[config.mk]
export PLATFORM = sky130hd
export DESIGN_NAME = seq_mul_256
export DESIGN_NICKNAME = d
export VERILOG_FILES = /design/src/rtl/seq_mul_256.sv
export SDC_FILE = /design/constraint.sdc
export NUM_CORES = 2
export LEC_CHECK = 0
export CAP_MARGIN = 10
export CORE_ASPECT_RATIO = 1.25
export CORE_MARGIN = 2
export CORE_UTILIZATION = 35
export CTS_CLUSTER_SIZE = 24
export DETAILED_ROUTE_END_ITERATION = 10
export GPL_ROUTABILITY_DRIVEN = 0
export PLACE_DENSITY = 0.57
export SETUP_SLACK_MARGIN = 0.2
export SYNTH_ARGS = -nofsm -noshare
export SYNTH_HDL_FRONTEND = slang
export SYNTH_SLANG_ARGS = --single-unit
export TNS_END_PERCENT = 30
[constraint.sdc]
create_clock -name clk -period 5.1 [get_ports clk]
set_input_delay 1.02 -clock clk [delete_from_list [all_inputs] [get_ports clk]]
set_output_delay 1.02 -clock clk [all_outputs]
set_load 0.01 [all_outputs]
[src/rtl/seq_mul_256.sv]
// Constant-latency 256x256 unsigned shift-and-add multiplier producing a 512-bit product.
// Define SEQ_MUL_RADIX4_EN to retire two multiplier bits per RUN cycle (latency W/2 instead of W).
module seq_mul_256 #(
   parameter int W = 256
) (
   input  logic           clk,
   input  logic           rst,
   input  logic           start,
   input  logic [W-1:0]   a,
   input  logic [W-1:0]   b,
   output logic [2*W-1:0] product,
   output logic           done,
   output logic           busy
);

   typedef enum logic [1:0] {
      IDLE = 2'd0,
      RUN  = 2'd1,
      DONE = 2'd2
   } state_t;

   localparam int CW = $clog2(W) + 1;
`ifdef SEQ_MUL_RADIX4_EN
   localparam int STEPS = W / 2;
`else
   localparam int STEPS = W;
`endif
   localparam logic [CW-1:0] LAST_STEP = CW'(STEPS - 1);

   state_t         state;
   state_t         state_next;
   logic [2*W-1:0] acc;
   logic [2*W-1:0] mcand;
   logic [W-1:0]   mplier;
   logic [CW-1:0]  cnt;
   logic [2*W-1:0] addend;
   logic           accept;
   logic           last_step;

   // A new operation can only be taken when no multiplication is in flight.
   assign accept    = start && ((state == IDLE) || (state == DONE));
   assign last_step = (state == RUN) && (cnt == LAST_STEP);

   // NOTE: sequential state uses non-blocking assignments so every register samples pre-edge values.
   always_ff @(posedge clk) begin
      if (rst) begin
         state <= IDLE;
      end else begin
         state <= state_next;
      end
   end

   // NOTE: default assignment first keeps this combinational block from inferring a latch.
   always_comb begin
      state_next = state;
      case (state)
         IDLE:    if (accept) state_next = RUN;
         RUN:     if (last_step) state_next = DONE;
         DONE:    if (accept) state_next = RUN;
         default: state_next = IDLE;
      endcase
   end

   always_comb begin
      done = (state == DONE);
      busy = (state == RUN);
   end

`ifdef SEQ_MUL_RADIX4_EN
   always_comb begin
      addend = '0;
      case (mplier[1:0])
         2'd1:    addend = mcand;
         2'd2:    addend = mcand << 1;
         2'd3:    addend = mcand + (mcand << 1);
         default: addend = '0;
      endcase
   end
`else
   always_comb begin
      addend = mplier[0] ? mcand : '0;
   end
`endif

   // Every RUN cycle does identical work regardless of operand values, so latency leaks nothing.
   always_ff @(posedge clk) begin
      if (rst) begin
         acc    <= '0;
         mcand  <= '0;
         mplier <= '0;
         cnt    <= '0;
      end else if (accept) begin
         acc    <= '0;
         mcand  <= {{W{1'b0}}, a};
         mplier <= b;
         cnt    <= '0;
      end else if (state == RUN) begin
         acc <= acc + addend;
         cnt <= cnt + CW'(1);
`ifdef SEQ_MUL_RADIX4_EN
         mcand  <= mcand << 2;
         mplier <= mplier >> 2;
`else
         mcand  <= mcand << 1;
         mplier <= mplier >> 1;
`endif
      end
   end

   assign product = acc;

endmodule

==> metrics <==
status=finished with violations; failing checks=setup timing; NetSw=7.21 mW; Slowest-stage cell, CP=a2111oi_4; critical path type=flip-flop to flip-flop; required time of the worst setup path=between 5 and 6 ns; Die X=467 um; Vias per Instance=5.70; R2R Path End=product[484]; Slew Limit Headroom=21.2%; most common flop cell mapped by yosys=dfxtp_1; Final min period=between 5 and 6 ns; Worst-path clk slew=0.06 ns; htree depth=4; Synth Instances=roughly 14,000; CP Capture Point=product[484]; initial DRC count=12,800; clock network fraction of total power=45.6%; crit path from=mplier[0]; RR Startpoint=mplier[0]; Hold Buf Count CTS=0; commonest non-fill, non-tap cell in the layout=buf_4; Finish-stage setup viols=64; total CTS buffers=156; delay-heaviest family, CP=compound AO/OA/AOI/OAI gates; vias after detailed routing=119,000; M3 GR Usage=9.41%; internal power=18.6 mW; final hold viol count=0; leak pwr=55.6 nW; Worst path most repeated cell=buf_4; die area=273,000 um^2; I/O pins=1,029; Post-DRT Antenna Nets=0; Final Util=a little over half; # fillers=about 26,000; Reg area=25,800 um^2; area occupied by multi-input gates=68,100 um^2; CP max stage delay=0.44 ns; CP arrival=6.10 ns; fmax=184 MHz; Mapped Area=93,900 um^2; NumNets Final=18,300; Net Count, Synth=14,800; initial antenna violation count=73; Core ar.=around 270,000 um^2; unrepaired setup endpoints after global routing=true; busiest grt layer=met2; Total Wirelength=approximately 520 mm; maxcap violations=0; met2 GRT Util=56.3%; peak supply drop=approximately 0.00022 V; FF-to-FF path depth=28; Starting Density=35.2%; FP Rows=around 210; Worst Slack Setup Final=-0.326 ns; Worst setup SP type=flip-flop; commonest cells after routing, fill and taps aside=buf_4 (3,178), nand2_1 (3,096), a21oi_1 (1,569); Final period util=106%; Bufs and invs on worst path=11; Remaining DRCs=0; Least-Margin Pin Slew=1.18 ns; pwr dens=roughly 180 nW/um^2; share of post-route cells with drive strength above 1=24.6%; GR Overflow Total=0; clk root buf=clkbuf_16; CTS Sinks=1,291; GRT Overall Usage=36.2%; Comb pwr share=12.5%; Worst-Skew Late Latency=~0.86 ns; Placed Area=about 130,000 um^2; drt first pass iters=8; Port Buf Inserts=1,028; R2R setup slack=-0.33 ns; CP endpoint kind=flip-flop; TritonCTS clock tree=done; fin area=140,000 um^2; switching share of total power=27.9%; vias in the first global route=113,000; clk_skew=0.0646 ns; CP max FO=13; Distinct cells, synth=107; register share of total power=a little over two fifths; post-DP HPWL=approximately 410 mm; yosys warns=0; WP depth=28; Yosys reg bits=1,291; fin. max-slew vios=0; first-pass GRT wire length=740 mm; met1 Track Usage GR=between 40% and 50%; number of flops mapped to enable cells by yosys=0; Post-synth ARST share=0%; Layout area overhead=49.1%; worst hold path type=flip-flop to flip-flop; largest net degree at the start of global routing=about 230; Max Root-Sink Buffers=4; die height=between 500 and 600 um; Mean Syn Cell Area=6.84 um^2; sequential area share after synthesis=approximately 28%; Routed WL per cell=24.8 um
area by class of cell:
type	instances	area share, %
antenna	20	0.0357
clock inverter	70	0.603
sequential	1291	18.5
timing repair buffer	4290	25.5
clock buffer	201	3.12
multi-input combinational	11300	48.6
inverter	196	0.531
tap	3531	3.15
worst min-delay path: stages (launching register included):
cell and delay [ns]:
dfxtp_1 0.33, nand2_1 0.06, a21oi_1 0.05
Yosys cell counts (all sizes together), types with 12 or more instances:
library cell | n | area, um^2
a211oi | 33 | 253
a21boi | 74 | 563
a21o | 261 | 1960
a21oi | 1698 | 8530
a221oi | 42 | 368
a311oi | 515 | 4510
a31o | 13 | 114
a31oi | 78 | 500
a41oi | 15 | 146
and2 | 542 | 3390
and3 | 49 | 307
and4 | 67 | 587
buf | 84 | 380
clkbuf | 825 | 3100
dfxtp | 1291 | 25800
ha | 513 | 6420
inv | 196 | 736
nand2 | 3121 | 11700
nand2b | 32 | 200
nand3 | 138 | 696
nand4 | 365 | 2300
nor2 | 1322 | 4960
nor2b | 33 | 206
nor3 | 183 | 926
nor4 | 78 | 522
o211ai | 35 | 268
o21a | 81 | 608
o21ai | 998 | 5020
o21bai | 227 | 1710
o221ai | 17 | 149
o31a | 12 | 108
o31ai | 49 | 410
o41ai | 12 | 120
or2 | 53 | 332
or3 | 46 | 288
xnor2 | 303 | 2650
xor2 | 188 | 1650
power groups by stage:
stage               combinational [mW]  clock (mW)  sequential, mW
floorplan                         1.64           0            10.9
global placement                  3.02           0            11.0
detailed placement                3.04           0            11.0
CTS                               3.16        11.9            10.8
global route                      3.47        12.3            10.9
finish                            3.23        11.8            10.8
cells by family after synthesis:
group                    Yosys count  synth area share (%)
AND/OR/NAND/NOR                 6070                  28.5
XOR/XNOR                         491                  4.58
AO/OA/AOI/OAI                   4256                  28.0
buffers and inverters           1105                  4.49
adder cells (fa/ha/maj)          514                  6.86
multiplexers                       7                0.0773
flip-flops                      1291                  27.5
routing by layer:
metal  wire length (um)  vias to the layer above
li1                   -                    55600
met1             189000                    55500
met2             225000                     6128
met3              50300                     1959
met4              54400                       28
met5                197                        -
through the flow:
stage | worst slack (ns) | std cells | hold WS (ns) | power (mW) | TNS [ns]
finish | -0.326 | 20900 | 0.445 | 25.8 | -7.73
global route | -0.503 | 20900 | 0.459 | 26.6 | -17.93
floorplan | 0.386 | 13700 | 0.440 | 12.5 | 0
global placement | -1.12 | 20600 | 0.449 | 14.0 | -65.63
CTS | -0.218 | 20900 | 0.447 | 25.9 | -1.36
detailed placement | -1.07 | 20600 | 0.451 | 14.1 | -69.00
worst min-delay path by stage:
stage | from | end | depth (start not counted)
after global routing | mcand[309] | mcand[310] | 2
after global placement | mcand[296] | mcand[297] | 2
after detailed placement | mcand[359] | mcand[360] | 2
final | mcand[309] | mcand[310] | 2
after CTS | mcand[309] | mcand[310] | 2
after floorplan | mcand[255] | mcand[256] | 2
timing repair:
action / 4_1_cts / 5_1_grt
buffers inserted: 64 / 22
cloned: 6 / 2
pin swaps: 170 / 86
resized for setup: 679 / 252
setup endpoints to repair: 253 / 227
sequential cells by signal, indices dropped and copies added (netlist names):
name,flops
cnt,9
mplier,256
product,512
state,2
mcand,512
Note: power is estimated with default switching activity, not from simulation.
